File: src/rtl/reg_wb_queue.sv
// reg_wb_queue: write-back initiator for the multi-cycle MIPS32 datapath.
// Buffers register write requests in a small FIFO and retires one per cycle
// onto the register-file write port (W_Reg / W_data / RegWr). Operand reads
// are presented either with pending writes forwarded, or raw with a hazard flag.
// Optional feature macro: WB_BYPASS_EN (forward pending writes onto op_data,
// hazard tied low). Default build: op_data is raw regfile data, hazard raised.
module reg_wb_queue #(
    parameter int DEPTH = 4,
    parameter int DW    = 32
) (
    input  logic                     CLK,
    input  logic                     RST_n,
    input  logic                     in_valid,
    output logic                     in_ready,
    input  logic [4:0]               in_reg,
    input  logic [DW-1:0]            in_data,
    input  logic                     flush,
    output logic [4:0]               W_Reg,
    output logic [DW-1:0]            W_data,
    output logic                     RegWr,
    input  logic [4:0]               rd_addr1,
    input  logic [4:0]               rd_addr2,
    input  logic [DW-1:0]            rf_data1,
    input  logic [DW-1:0]            rf_data2,
    output logic [DW-1:0]            op_data1,
    output logic [DW-1:0]            op_data2,
    output logic                     hazard,
    output logic [$clog2(DEPTH):0]   count
);

    localparam int PW = $clog2(DEPTH);
    localparam int CW = PW + 1;

    logic [4:0]    q_reg  [DEPTH];
    logic [DW-1:0] q_data [DEPTH];
    logic [PW-1:0] wr_ptr;
    logic [PW-1:0] rd_ptr;
    logic          push;
    logic          pop;

    // Writes to r0 are consumed but never queued; flush blocks both sides.
    assign in_ready = (count < CW'(DEPTH)) && !flush;
    assign push     = in_valid && in_ready && (in_reg != 5'd0);
    assign pop      = (count != '0) && !flush;

    // Queue storage; carries no reset since count qualifies every entry.
    always_ff @(posedge CLK) begin
        if (push) begin
            q_reg[wr_ptr]  <= in_reg;
            q_data[wr_ptr] <= in_data;
        end
    end

    // Pointers, occupancy and the registered register-file write port.
    always_ff @(posedge CLK or negedge RST_n) begin
        if (!RST_n) begin
            wr_ptr <= '0;
            rd_ptr <= '0;
            count  <= '0;
            RegWr  <= 1'b0;
            W_Reg  <= '0;
            W_data <= '0;
        end else if (flush) begin
            // The output stage is not cleared: its write still commits.
            wr_ptr <= '0;
            rd_ptr <= '0;
            count  <= '0;
            RegWr  <= 1'b0;
        end else begin
            if (push) begin
                wr_ptr <= wr_ptr + 1'b1;
            end
            if (pop) begin
                rd_ptr <= rd_ptr + 1'b1;
                RegWr  <= 1'b1;
                W_Reg  <= q_reg[rd_ptr];
                W_data <= q_data[rd_ptr];
            end else begin
                RegWr  <= 1'b0;
            end
            case ({push, pop})
                2'b10:   count <= count + 1'b1;
                2'b01:   count <= count - 1'b1;
                default: count <= count;
            endcase
        end
    end

`ifdef WB_BYPASS_EN
    logic [DW-1:0] byp1;
    logic [DW-1:0] byp2;
    logic [PW-1:0] bidx;

    // Forwarding select: output stage is oldest, later queue entries override.
    always_comb begin
        byp1 = rf_data1;
        byp2 = rf_data2;
        bidx = '0;
        if (RegWr && (W_Reg == rd_addr1)) byp1 = W_data;
        if (RegWr && (W_Reg == rd_addr2)) byp2 = W_data;
        for (int i = 0; i < DEPTH; i++) begin
            bidx = rd_ptr + PW'(i);
            if (CW'(i) < count) begin
                if (q_reg[bidx] == rd_addr1) byp1 = q_data[bidx];
                if (q_reg[bidx] == rd_addr2) byp2 = q_data[bidx];
            end
        end
    end

    assign op_data1 = (rd_addr1 == 5'd0) ? '0 : byp1;
    assign op_data2 = (rd_addr2 == 5'd0) ? '0 : byp2;
    assign hazard   = 1'b0;
`else
    logic          hit1;
    logic          hit2;
    logic [PW-1:0] hidx;

    // Pending-write match per read port over the queue and output stage.
    always_comb begin
        hit1 = RegWr && (W_Reg == rd_addr1);
        hit2 = RegWr && (W_Reg == rd_addr2);
        hidx = '0;
        for (int i = 0; i < DEPTH; i++) begin
            hidx = rd_ptr + PW'(i);
            if (CW'(i) < count) begin
                if (q_reg[hidx] == rd_addr1) hit1 = 1'b1;
                if (q_reg[hidx] == rd_addr2) hit2 = 1'b1;
            end
        end
    end

    assign op_data1 = (rd_addr1 == 5'd0) ? '0 : rf_data1;
    assign op_data2 = (rd_addr2 == 5'd0) ? '0 : rf_data2;
    assign hazard   = ((rd_addr1 != 5'd0) && hit1) || ((rd_addr2 != 5'd0) && hit2);
`endif

endmodule

File: config.mk
export PLATFORM = sky130hd
export DESIGN_NAME = reg_wb_queue
export DESIGN_NICKNAME = d
export VERILOG_FILES = /design/src/rtl/reg_wb_queue.sv
export SDC_FILE = /design/constraint.sdc
export NUM_CORES = 1
export LEC_CHECK = 0
export BUFFER_PORTS_ARGS = -buffer_cell sky130_fd_sc_hd__buf_2
export CAP_MARGIN = 5
export CELL_PAD_IN_SITES_DETAIL_PLACEMENT = 1
export CELL_PAD_IN_SITES_GLOBAL_PLACEMENT = 2
export CORE_MARGIN = 2
export CORE_UTILIZATION = 39
export CTS_CLUSTER_DIAMETER = 200
export DETAILED_ROUTE_END_ITERATION = 7
export GPL_ROUTABILITY_DRIVEN = 0
export PLACE_DENSITY_LB_ADDON = 0.1
export SLEW_MARGIN = 0
export SYNTH_ARGS = -nofsm -noshare
export SYNTH_HDL_FRONTEND = slang
export SYNTH_SLANG_ARGS = --single-unit
File: constraint.sdc
create_clock -name CLK -period 4.92 [get_ports CLK]
set_input_delay 0.246 -clock CLK [delete_from_list [all_inputs] [get_ports CLK]]
set_output_delay 0.246 -clock CLK [all_outputs]
set_load 0.005 [all_outputs]
---- Yosys cells after proc, flatten, opt, wreduce, memory -nomap -nowiden ----
Memories as Yosys holds them, arrays and structs flattened. A register that Yosys moved wholly into a read port is not among the register bits.
Index checks and enable logic that the tools add are counted.
W data, S select, Z words.
operators by class
  eq/ne operators ......................... 12
  multiplexer cells ....................... 28
  add/subtract/negate cells ............... 6
  reduce and logical (&&, ||, !) cells .... 21
  magnitude comparators ................... 5
  bitwise gates (word level) .............. 1
operators by type and width
  cell                   number
  $mux W32               2
  $eq A5 B5 Y1           10
  $mux W1                20
  $reduce_bool A5 Y1     3
  $logic_not A5 Y1       2
  $logic_and A1 B1 Y1    8
  $mux W2                4
  $lt A1 B3 Y1 const A   2
  $lt A2 B3 Y1 const A   2
  $pmux W3 S2            1
  $reduce_bool A3 Y1     2
  $add A2 B1 Y2 const B  2
  $add A2 B2 Y2 const B  2
  $reduce_bool A2 Y1     2
  $add A3 B1 Y3 const B  1
  $lt A3 B3 Y1 const B   1
  $mux W3                1
  $sub A3 B1 Y3 const B  1
  $eq A2 B1 Y1 const B   1
  $eq A2 B2 Y1 const B   1
  $logic_not A1 Y1       2
  $reduce_and A2 Y1      1
  $logic_or A1 B1 Y1     1
  $not A1 Y1             1
storage, ports and cells
  output and inout bits ................... 107
  memories kept ........................... 2
  bits in writable memories ............... 148
  input bits .............................. 115
  register bits after elaboration ......... 13
memories
  name    depth  width  rd ports  clocked after Yosys merged registers in  wr ports  line  text
  q_data  4      32     1         1                                        1         35    logic [DW-1:0] q_data [DEPTH];
  q_reg   4      5      4         0                                        1         34    logic [4:0] q_reg [DEPTH];

---- Depth between registers and ports, before layout ----
Gate-level depths: netlist (run 1).
  depth in word-level cells ............... 12
  depth in mapped cells ................... 9

---- Least setup slack after synthesis (run 1) ----
OpenSTA, ideal clock, no wires.
  kind .................................... reg2reg
  start point ............................. reg count[2]
  end point ............................... mem q_data[0][0], enable pin
  cell stages (with the launch flop) ...... 6
  required time ........................... 4.489 ns
  path slack .............................. 1.823 ns
  setup time .............................. 0.431 ns
  path buffers ............................ 2
  arrival time ............................ 2.666 ns
  path through ............................ dfrtp_1 -> clkbuf_1 -> nor2_1 -> o211ai_1 -> buf_2 -> nor2_1
on the way
  word-level cells in the longest chain between the ends .. 6
ends and longest elaborated chain
  what                               line  text
  from (decl)                        28    output logic [$clog2(DEPTH):0] count
  from (signal assigned)             82    2'b10: count <= count + 1'b1;
  from (signal assigned)             83    2'b01: count <= count - 1'b1;
  from (signal assigned)             84    default: count <= count;
  $lt A3 B3 Y1                       42    assign in_ready = (count < CW'(DEPTH)) && !flush;
  $logic_and A1 B1 Y1                42
  net in_ready                       14    output logic in_ready,
  $logic_and A1 B1 Y1 (2 in series)  43    assign push = in_valid && in_ready && (in_reg != 5'd0);
  $mux W1                            48    if (push) begin
  $mux W1 (implied by the code)      50    q_data[wr_ptr] <= in_data;
  to (decl)                          35
The timed path passes the listed nets, and every way through them passes these cells.

---- Worst setup path after layout (run 1) ----
  start point ............................. reg rd_ptr[1]
  end point ............................... out hazard
on the way
  word-level cells in the longest chain between the ends .. 12
  elaborated cells between the ends (all ways) .. 31
ends and longest elaborated chain
  what                             line      text
  from (decl)                      37        logic [PW-1:0] rd_ptr;
  from (signal assigned)           74        rd_ptr <= rd_ptr + 1'b1;
  $mem_v2 Z4 W5 *                  --
  $eq A5 B5 Y1 (on tied branches)  126, 127
  $mux W1 (on tied branches)       126, 127
  $mux W1                          125       if (CW'(i) < count) begin
  $mux W1 (on tied branches)       126, 127
  $mux W1                          125
  $mux W1 (on tied branches)       126, 127
  $mux W1                          125
  $mux W1 (on tied branches)       126, 127
  $mux W1                          125
  $logic_and A1 B1 Y1              134       assign hazard = ((rd_addr1 != 5'd0) && hit1) || ((rd_addr2 != 5'd0) && hit2);
  $logic_or A1 B1 Y1 *             134
  to (decl)                        27        output logic hazard,
Every way passes the cells marked *; elsewhere a longest branch is shown, timed or not.

==> results.ini, run 1 <==
[route]
vias = 5655
first_pass_iters = 4
drt-vias-per-instance = 5.03
drt-total-wl_um = 20700
ant_nets = 0
post_drt_wl_per_cell_um = 18.4
post-route-drc-count = 0
drt_iter0_drc = 326

[die]
coreArea_um2 = 22400
initial_core_util = 0.393
die_w_um = 154
dieHeight_um = 154
ios = 222
row_count = 55
dieArea_um2 = 23800

[sta]
fin_skew_ps = 9.52
min_period_ps = 3520
timing.hold.ws_ps = 27.2
slew_viol_final = 0
timing.final.crit_share = 0.716
fmax_mhz = 284
rsz0062_at_grt = false
setup_tns_ps = 0
setup_viol = 0
slew_headroom = 0.202
hold_viol_final = 0
worstMarginPinSlew_ps = 1200

[yosys]
synth_area_leaders = edfxtp_1 50%, dfrtp_1 13%, mux4_2 8.9%
synth-edff-count = 148
synth_top_area_frac = 0.504
syn_nets = 739
synthMuxAreaShare = 0.145
seq_area_frac_synth = 0.632
synthXorXnorAreaFrac = 0.0596
synth_top_family_by_area = multiplexers
syn_inst = 616
syn-cell-area_um2 = 8820
syn_avg_cell_area_um2 = 14.3
yosys.area_share.adder = 0.0113
synth_cell_types = 39
ys_ff_latch = 193
synth_compound_area_frac = 0.0108
async_flop_share = 0.233
synth_top_cell_by_area = edfxtp_1
synth_top_flop_cell = edfxtp_1
synth_warnings = 0
synth-simple-area-share = 0.117

[worst_setup_path]
setup.worst_path.start_class = flop
path_cells = mux4_1 > xor2_1 > nor4_1 > nand3_1 > o31ai_1 > nor3_1 > o22ai_1 > buf_2
worstPathRequired_ps = 4670
crit_path_max_fanout = 57
critPathSlowestCell = dfrtp_4
critPathCaptureType = output port
worst-setup-path-type = reg2out
critPathBufInv = 1
crit_arrival_ps = 3280
cp_top_family = flip-flops
max_stage_delay_ps = 1030
ff2ff_setup_slack_ps = 2030

[global_routing]
first_global_vias = 6064
grt_max_degree = 58
antenna_found_initial = 2
gr-total-overflow = 0
grt_pass1_wl_um = 32900
grt_usage = 0.179

[placed_design]
dpl.cell_count = 1090
port_buffers = 221
dp_hpwl_um = 14300

[finish]
syn_to_final_growth_pct = 22.4
largest_reg_flops = 128
final_cells = 1125
nets = 948
fillers = 2384
drive_gt1_frac = 0.379
fin_util = 0.481

[outcome]
status = finished clean

[hold_path]
min_path_type = in2reg

[clock_tree]
htree_levels = 4
numCtsBuffers = 17
clock_latency_ps = 430
postCtsSetupBuffers = 0
clk_path_buf_depth = 2
root_buffer = clkbuf_16
cts_tree = built
clk_pin_slew_ps = 80
cts_sinks = 193

[power]
peakVddDrop_uv = 302
p_per_area_nw_per_um2 = 490
power.leakage_nw = 4.29

[run]
maxCapViolCount = 0

==> cells by family (layout without fill, tap and decap cells) <==
kind of cell | count (synthesis) | after routing
AND/OR/NAND/NOR | 213 | 213
flip-flops | 193 | 193
multiplexers | 79 | 79
XOR/XNOR | 60 | 60
buffers and inverters | 48 | 270
AO/OA/AOI/OAI | 15 | 15
adder cells (fa/ha/maj) | 8 | 8
other | 0 | 2
==> worst paths after layout <==
| check | startpoint | end | cells after the start |
|---|---|---|---|
| max in group asynchronous | RST_n | rd_ptr[1]$_DFFE_PN0P_ | 3 |
| max reg2reg | count[1]$_DFFE_PN0P_ | W_Reg[4]$_DFFE_PN0P_ | 6 |
| min | in_data[28] | q_data[3][28]$_DFFE_PP_ | 1 |
| min in group asynchronous | RST_n | W_data[24]$_DFFE_PN0P_ | 3 |
| min reg2reg | W_data[5]$_DFFE_PN0P_ | W_data[5]$_DFFE_PN0P_ | 2 |
| max | rd_ptr[1]$_DFFE_PN0P_ | hazard | 8 |
==> final cells by class <==
cell class / instances / area, um2 / area share
multi-input combinational: 375 / 3070 / 0.284
timing repair buffer: 229 / 1170 / 0.108
tap: 285 / 357 / 0.0330
inverter: 9 / 33.8 / 0.00313
clock inverter: 15 / 160 / 0.0148
sequential: 193 / 5580 / 0.517
clock buffer: 17 / 425 / 0.0394
antenna: 2 / 5.00 / 0.000464
==> where the power goes <==
group          leakage [nW]  switching, mW  internal [mW]
Clock                 0.278          0.662          0.684
Combinational          2.11          0.783          0.846
Sequential             1.90          0.320           1.99
==> routing by layer <==
layer | vias to the layer above | global-route usage | routed length (um)
li1 | 2621 | - | -
met1 | 2834 | 0.220 | 8680
met2 | 180 | 0.322 | 10600
met3 | 20 | 0.0401 | 1100
met4 | 0 | 0.0454 | 265
met5 | - | 0 | 0
==> synthesized netlist by cell type, types with 3 or more instances <==
cell type  count
edfxtp_1     148
nand2_1      101
nor2b_1       65
dfrtp_1       45
mux4_2        35
xnor2_1       34
mux2i_1       30
xor2_1        26
clkbuf_1      21
nor2_1        19
mux2_2        11
buf_2         10
ha_1           8
inv_1          8
nor4_1         6
a21oi_1        5
buf_1          5
nor3_1         5
nand3_1        4
nand4_1        4
or4_1          4
nand2b_1       3
o31ai_1        3
==> cell usage in the layout (no fill, tap or decap), types with 2 or more instances in the layout <==
cell / n
buf_2: 221
edfxtp_1: 148
nand2_1: 101
nor2b_1: 65
dfrtp_1: 43
mux4_2: 35
xnor2_1: 34
mux2i_1: 30
xor2_1: 26
clkbuf_16: 17
nor2_1: 13
mux2_2: 11
inv_1: 8
ha_1: 8
buf_4: 7
nor4_1: 6
inv_8: 6
nor3_1: 5
a21oi_1: 5
or4_1: 4
nor2_4: 4
nand3_1: 4
nand4_1: 4
o31ai_1: 3
clkinvlp_4: 3
diode_2: 2
nor2_2: 2
nand2b_1: 2
inv_6: 2
clkinv_8: 2
dfrtp_4: 2
==> through the flow <==
step	power [mW]	cell area, um2	worst slack, ps
after detailed placement	4.02	10200	1850
final	5.29	10800	1400
after floorplan	3.45	8820	1820
after global routing	5.62	10800	1190
after CTS	5.38	10800	1350
after global placement	3.98	10200	1840
==> worst register-to-register path: cells and delay by family, from the launching register on <==
family,cells,cell delay [ps]
muxes,1,420
DFF,1,500
and+or+nand+nor,2,660
buffers and inverters,2,960
adders and majority gates,1,240
==> what timing repair did <==
action / in CTS / in global routing
hold buffers: 1 / 0
endpoints found under the hold margin: 45 / 0
gates resized for setup: 0 / 0
Power figures use the tool's default switching activity.
==> inputs of run 2 (changes only) <==
--- a/config.mk
+++ b/config.mk
@@ -5,12 +5,13 @@
 export SDC_FILE = /design/constraint.sdc
 export NUM_CORES = 1
 export LEC_CHECK = 0
+export ABC_AREA = 1
 export BUFFER_PORTS_ARGS = -buffer_cell sky130_fd_sc_hd__buf_2
 export CAP_MARGIN = 5
 export CELL_PAD_IN_SITES_DETAIL_PLACEMENT = 1
 export CELL_PAD_IN_SITES_GLOBAL_PLACEMENT = 2
 export CORE_MARGIN = 2
-export CORE_UTILIZATION = 39
+export CORE_UTILIZATION = 32
 export CTS_CLUSTER_DIAMETER = 200
 export DETAILED_ROUTE_END_ITERATION = 7
 export GPL_ROUTABILITY_DRIVEN = 0
==> constraint.sdc (replaced) <==
create_clock -name CLK -period 3.6 [get_ports CLK]
set_input_delay 0.18 -clock CLK [delete_from_list [all_inputs] [get_ports CLK]]
set_output_delay 0.18 -clock CLK [all_outputs]
set_load 0.005 [all_outputs]
==> run 2 against run 1 <==
  * Clock power is 40% higher
  * Synthesized cell count grew 51%
  * Power rose by 46%
  * Clock skew increased by 4.4 ps
  * Register-to-register slack worse by 760 ps
  * Combinational power is 73% higher
  * Non-clock buffer count grew 46
  * Sequential power increased by 31%
==> results.ini, run 2 <==
[sta]
slew_headroom = 0.539  ; +0.337
fin_ws_ps = 681  ; -715 ps
rsz0062_at_grt = false
setup_tns_ps = 0  ; unchanged
slew_viol_final = 0  ; unchanged
fmax_mhz = 343
fin_skew_ps = 13.9  ; +4.41 ps
hold_viol_final = 0  ; unchanged
timing.final.crit_share = 0.811
timing.hold.ws_ps = 112  ; +85.1 ps
setup_viol = 0  ; unchanged
worstMarginPinSlew_ps = 691  ; -504 ps
min_period_ps = 2920

[finish]
layout_common_cells = 307 x nand2_1, 221 x buf_2, 148 x edfxtp_1
final_common_cell = nand2_1
syn_to_final_growth_pct = 28.0
antennaDiodeCount = 0  ; -2
largest_reg_flops = 128  ; unchanged
nets = 1311  ; +38%
final_cells = 1579  ; +40%
drive_gt1_frac = 0.231  ; -0.149

[yosys]
synth_warnings = 0  ; unchanged
syn_nets = 1056  ; +43%
synth_area_leaders = edfxtp_1 49%, nand2_1 13%, dfrtp_1 13%
synth-edff-count = 148  ; unchanged
synth_top_cell_by_area = edfxtp_1
ys_top_cells_by_count = 307 x nand2_1, 148 x edfxtp_1, 112 x inv_1, 76 x nor2_1, 73 x nand3_1
ys_ff_latch = 193  ; unchanged
syn_avg_cell_area_um2 = 9.62  ; -33%
synth_top_flop_cell = edfxtp_1
seq_area_frac_synth = 0.620  ; -0.0112
syn_inst = 933  ; +51%
syn-cell-area_um2 = 8980  ; +1.8%
yosysMostFrequentCell = nand2_1
async_flop_share = 0.233  ; unchanged
synth_top_area_frac = 0.495  ; -0.00892
synth_cell_types = 29  ; -26%

[worst_setup_path]
cp_top_family = simple AND/OR/NAND/NOR gates
crit_arrival_ps = 2740  ; -540 ps
max_stage_delay_ps = 550  ; -480 ps
worstSetupStartpoint = rd_ptr[1]$_DFFE_PN0P_
critPathCaptureType = output port
critPathSlowestCell = dfrtp_1
critPathBufInv = 2  ; +1
setup.worst_path.start_class = flop
worstReg2RegStart = count[2]$_DFFE_PN0P_
r2r_cells = 4  ; -2
crit_path_max_fanout = 15  ; -74%
path_cells = inv_1 > nand2_1 > nand2_2 > nand2_1 > nand3_1 > nand2_1 > nor2_1 > nand3_1 > nand2_1 > nor2_1 > nand2_1 > nand2_1 > nand2_1 > buf_2
worst-setup-path-type = reg2out
r2r_end = q_data[2][22]$_DFFE_PP_
worstPathRequired_ps = 3420  ; -1250 ps
ff2ff_setup_slack_ps = 1270  ; -760 ps
cp-endpoint = hazard
crit_top_cell = nand2_1
cp.depth = 14  ; +6

[clock_tree]
cts_sinks = 193  ; unchanged
numCtsBuffers = 17  ; unchanged
htree_levels = 4  ; unchanged
clk_pin_slew_ps = 70  ; about the same
postCtsSetupBuffers = 0  ; unchanged
clock_latency_ps = 440  ; about the same
clk_path_buf_depth = 2  ; unchanged
root_buffer = clkbuf_16
cts_tree = built

[power]
power.leakage_nw = 5.24  ; +22%
total_power_mw = 7.73  ; +46%
peakVddDrop_uv = 301  ; -0.56%
p_per_area_nw_per_um2 = 672  ; +37%
switching_share = 0.394  ; +0.0599
pwr-share-seq = 0.391  ; -0.046
p_int_mw = 4.68  ; +33%
switchingPower_mw = 3.04  ; +72%
clockPowerShare = 0.244  ; -0.011
combPwrFrac = 0.365  ; +0.057

[run]
maxCapViolCount = 0  ; unchanged

[die]
ios = 222  ; unchanged
die_w_um = 172  ; +11%
dieHeight_um = 172  ; +11%
initial_core_util = 0.324  ; -0.0691
coreArea_um2 = 27700  ; +23%
dieArea_um2 = 29400  ; +23%
row_count = 61  ; +11%

[global_routing]
gr-total-overflow = 0  ; unchanged
grt_max_degree = 38  ; -34%
grt_pass1_wl_um = 42000  ; +28%
grt_usage = 0.190  ; +0.0111
first_global_vias = 7222  ; +19%
antenna_found_initial = 0  ; -2

[placed_design]
dp_hpwl_um = 19300  ; +35%
port_buffers = 221  ; unchanged
dpl.cell_count = 1509  ; +38%
pre_cts_ws_ps = 1110  ; -735 ps

[route]
drt-total-wl_um = 27500  ; +33%
drt-vias-per-instance = 4.60  ; -8.5%
ant_nets = 0  ; unchanged
vias = 7260  ; +28%
first_pass_iters = 4  ; unchanged
post-route-drc-count = 0  ; unchanged
post_drt_wl_per_cell_um = 17.4  ; -5.2%
drt_iter0_drc = 341  ; +4.6%

[outcome]
status = finished clean

[hold_path]
min_path_type = in2reg

==> run 2: cell type report <==
| cell class | count | area [um2] |
|---|---|---|
| sequential | 193 | 5570 |
| fill | 3237 | 16200 |
| inverter | 113 | 427 |
| clock inverter | 15 | 179 |
| tap | 378 | 473 |
| timing repair buffer | 275 | 1610 |
| clock buffer | 17 | 425 |
| multi-input combinational | 588 | 2810 |
==> run 2: routing by layer <==
| metal | up-vias | global-route usage | part of all wire |
|---|---|---|---|
| met2 | 148 | 0.329 | 0.50 |
| met4 | 0 | 0.0438 | 0.0085 |
| met3 | 16 | 0.0359 | 0.048 |
| met1 | 3469 | 0.247 | 0.44 |
| met5 | - | 0 | 0 |
| li1 | 3627 | - | - |
==> run 2: cell families (layout without fill, tap and decap cells) <==
kind of cell | Yosys count | in the layout | synth area share
and+or+nand+nor | 470 | 470 | 0.210
DFF | 193 | 193 | 0.620
buffers and inverters | 152 | 420 | 0.0698
AOI/OAI and AO/OA | 102 | 102 | 0.0805
adders and majority gates | 8 | 8 | 0.0111
xor gates and xnor gates | 8 | 8 | 0.00780
==> run 2: what timing repair did <==
| item | CTS | global route |
|---|---|---|
| hold buffers | 38 | 0 |
| endpoints found under the hold margin | 171 | 0 |
| setup endpoints to repair | 0 | 0 |
| resized for setup | 0 | 0 |
==> run 2: worst register-to-register path, cell delays in order (launching register included) <==
cell and delay, ps:
dfrtp_1 500, nor3b_1 380, nand2_1 380, nor2_4 160
buf_4 520
==> run 2: metrics by stage <==
stage	utilization	cell area, um2
2_1_floorplan	-	8980
6_report	0.415	11500
4_1_cts	0.415	11500
5_1_grt	0.415	11500
3_5_place_dp	0.379	10500
3_3_place_gp	0.379	10500
==> run 2: worst min-delay path by stage <==
stage | startpoint | cells after the start | end | slack, ps
global placement | RST_n | 1 | W_Reg[3]$_DFFE_PN0P_ | 270
global route | flush | 4 | rd_ptr[1]$_DFFE_PN0P_ | 150
floorplan | RST_n | 0 | RegWr$_DFF_PN0_ | -120
detailed placement | RST_n | 1 | W_Reg[3]$_DFFE_PN0P_ | 280
CTS | flush | 4 | rd_ptr[0]$_DFFE_PN0P_ | 110
finish | flush | 4 | rd_ptr[0]$_DFFE_PN0P_ | 110
==> run 2: power by group through the flow <==
stage               clock network, mW  registers, mW  logic [mW]
detailed placement                  0           3.08        2.84
floorplan                           0           2.99        1.83
global route                     2.02           3.07        3.25
CTS                              1.94           3.04        2.88
global placement                    0           3.08        2.82
finish                           1.89           3.02        2.82
==> inputs of run 3 (changes only) <==
--- a/config.mk
+++ b/config.mk
@@ -5,13 +5,13 @@
 export SDC_FILE = /design/constraint.sdc
 export NUM_CORES = 1
 export LEC_CHECK = 0
-export ABC_AREA = 1
+export ABC_AREA = 0
 export BUFFER_PORTS_ARGS = -buffer_cell sky130_fd_sc_hd__buf_2
 export CAP_MARGIN = 5
 export CELL_PAD_IN_SITES_DETAIL_PLACEMENT = 1
 export CELL_PAD_IN_SITES_GLOBAL_PLACEMENT = 2
 export CORE_MARGIN = 2
-export CORE_UTILIZATION = 32
+export CORE_UTILIZATION = 36
 export CTS_CLUSTER_DIAMETER = 200
 export DETAILED_ROUTE_END_ITERATION = 7
 export GPL_ROUTABILITY_DRIVEN = 0
==> constraint.sdc (replaced) <==
create_clock -name CLK -period 3 [get_ports CLK]
set_input_delay 0.15 -clock CLK [delete_from_list [all_inputs] [get_ports CLK]]
set_output_delay 0.15 -clock CLK [all_outputs]
set_load 0.005 [all_outputs]
==> run 3 against run 2 <==
  * Register-to-register slack worse by 330 ps
  * Global-route usage is 0.81 points lower
  * Cell count is 23% lower
  * Hold slack worse by 66 ps
  * Largest power group unchanged
  * Worst setup slack worse by 540 ps
  * Non-clock buffer count is 8 higher
  * Utilization is 5.7 points higher
==> results.ini, run 3 (same netlist as run 1, synthesis figures left out) <==
[route]
post-route-drc-count = 0  ; unchanged
first_pass_iters = 4  ; unchanged
ant_nets = 0  ; unchanged
drt-total-wl_um = 23200  ; -16%
drt_iter0_drc = 240  ; -30%
drt-vias-per-instance = 4.81  ; +4.7%
vias = 5853  ; -19%
post_drt_wl_per_cell_um = 19.0  ; +9.1%

[global_routing]
antenna_found_initial = 0  ; unchanged
grt_max_degree = 38  ; unchanged
gr-total-overflow = 0  ; unchanged
grt_usage = 0.182  ; -0.00805
grt_pass1_wl_um = 36000  ; -14%
first_global_vias = 6340  ; -12%

[die]
coreArea_um2 = 24200  ; -13%
die_w_um = 161  ; -6.4%
row_count = 57  ; -6.6%
ios = 222  ; unchanged
initial_core_util = 0.365  ; +0.0407
dieHeight_um = 161  ; -6.4%
dieArea_um2 = 25800  ; -12%

[placed_design]
pre_cts_ws_ps = 402  ; -713 ps
dpl_cell_area_um2 = 10300  ; -1.8%
dpl.cell_count = 1139  ; -25%
dp_hpwl_um = 15200  ; -21%
port_buffers = 221  ; unchanged

[power]
p_per_area_nw_per_um2 = 791  ; +18%
peakVddDrop_uv = 610  ; +100%
power.leakage_nw = 4.55  ; -13%
total_power_mw = 9.02  ; +17%

[worst_setup_path]
critPathSlowestCell = mux4_2
ff2ff_setup_slack_ps = 940  ; -330 ps
setup.worst_path.start_class = flop
crit_arrival_ps = 2710  ; -30 ps
critPathCaptureType = output port
cp-endpoint = hazard
r2r_end = q_reg[2][3]$_DFFE_PP_
r2r_cells = 5  ; +1
path_cells = buf_6 > buf_4 > mux4_2 > xor2_1 > nor4_2 > nand3_1 > o31ai_2 > nor3_1 > o22ai_1 > buf_2
worstReg2RegStart = count[2]$_DFFE_PN0P_
worstPathRequired_ps = 2850  ; -570 ps
crit_path_max_fanout = 7  ; -8
max_stage_delay_ps = 500  ; -50 ps
worst-setup-path-type = reg2out
cp_top_family = multiplexers
cp.depth = 10  ; -4
critPathBufInv = 3  ; +1
worstSetupStartpoint = rd_ptr[1]$_DFFE_PN0P_

[clock_tree]
clock_latency_ps = 430  ; about the same
numCtsBuffers = 17  ; unchanged
htree_levels = 4  ; unchanged
root_buffer = clkbuf_16
cts_sinks = 193  ; unchanged
cts_tree = built
clk_path_buf_depth = 2  ; unchanged
clk_pin_slew_ps = 80  ; about the same

[sta]
fin_ws_ps = 143  ; -538 ps
slew_headroom = 0.414  ; -0.126
timing.final.crit_share = 0.952
slew_viol_final = 0  ; unchanged
setup_viol = 0  ; unchanged
fmax_mhz = 350
min_period_ps = 2860
fin_skew_ps = 15.3  ; +1.38 ps
hold_viol_final = 0  ; unchanged
worstMarginPinSlew_ps = 880  ; +189 ps

[finish]
largest_reg_flops = 128  ; unchanged
final_cells = 1216  ; -23%
drive_gt1_frac = 0.385  ; +0.154
nets = 1002  ; -24%
fin_util = 0.471  ; +0.0566
antennaDiodeCount = 0  ; unchanged
layout_common_cells = 221 x buf_2, 148 x edfxtp_1, 101 x nand2_1
postLayoutCellArea_um2 = 11400  ; -0.83%
syn_to_final_growth_pct = 29.2
final_common_cell = buf_2

[outcome]
status = finished clean

[hold_path]
min_path_type = in2reg
holdPathStages = 1  ; -3

[run]
maxCapViolCount = 0  ; unchanged

==> run 3: changes by cell type in the layout (fill, tap and decap cells not counted), moves of 20 or more <==
| cell | delta |
|---|---|
| nor2_1 | -59 |
| mux4_2 | +35 |
| mux2i_1 | +25 |
| nor2b_1 | +65 |
| a41oi_1 | -28 |
| inv_1 | -103 |
| xor2_1 | +20 |
| xnor2_1 | +32 |
| a22oi_1 | -35 |
| nand3_1 | -69 |
| nand2_1 | -206 |
==> run 3: area by class of cell <==
| cell class | count | area (um2) |
|---|---|---|
| fill | 2523 | 12800 |
| clock inverter | 14 | 169 |
| inverter | 9 | 33.8 |
| sequential | 193 | 5580 |
| multi-input combinational | 375 | 3100 |
| clock buffer | 18 | 429 |
| tap | 324 | 405 |
| timing repair buffer | 283 | 1680 |
==> run 3: how the worst min path moves through the flow <==
| stage | from | slack [ps] | to |
|---|---|---|---|
| after floorplan | RST_n | -150 | RegWr$_DFF_PN0_ |
| after global placement | RST_n | 310 | count[2]$_DFFE_PN0P_ |
| after detailed placement | RST_n | 320 | count[0]$_DFFE_PN0P_ |
| after CTS | in_reg[1] | 10 | q_reg[1][1]$_DFFE_PP_ |
| after global routing | in_reg[1] | 20 | q_reg[1][1]$_DFFE_PP_ |
| final | in_reg[1] | 50 | q_reg[1][1]$_DFFE_PP_ |
==> run 3: metal layers <==
metal | track usage | wire [um] | share of wire
met1 | 0.218 | 9750 | 0.42
met2 | 0.334 | 12100 | 0.52
met3 | 0.0395 | 1130 | 0.049
met4 | 0.0430 | 193 | 0.0083
met5 | 0 | 0 | 0
==> run 3: per-stage QoR <==
stage	hold WS, ps	setup TNS [ps]
floorplan	-146	-14420
global placement	306	0
detailed placement	324	0
CTS	13.7	0
global route	20.4	-0.110
finish	46.7	0
==> run 3: report_power, final <==
group          internal (mW)  switching, mW  total (mW)
clock                   1.19           1.08        2.27
combinational           1.56           1.62        3.17
sequential              3.27          0.308        3.58
total                   6.02           3.00        9.02
==> run 3: what timing repair did <==
item	CTS	global route
hold endpoints to repair	174	0
setup buffers	4	3
hold buffers	38	0
endpoints found under the setup margin	1	1
resized for setup	1	12
pin swaps	0	4
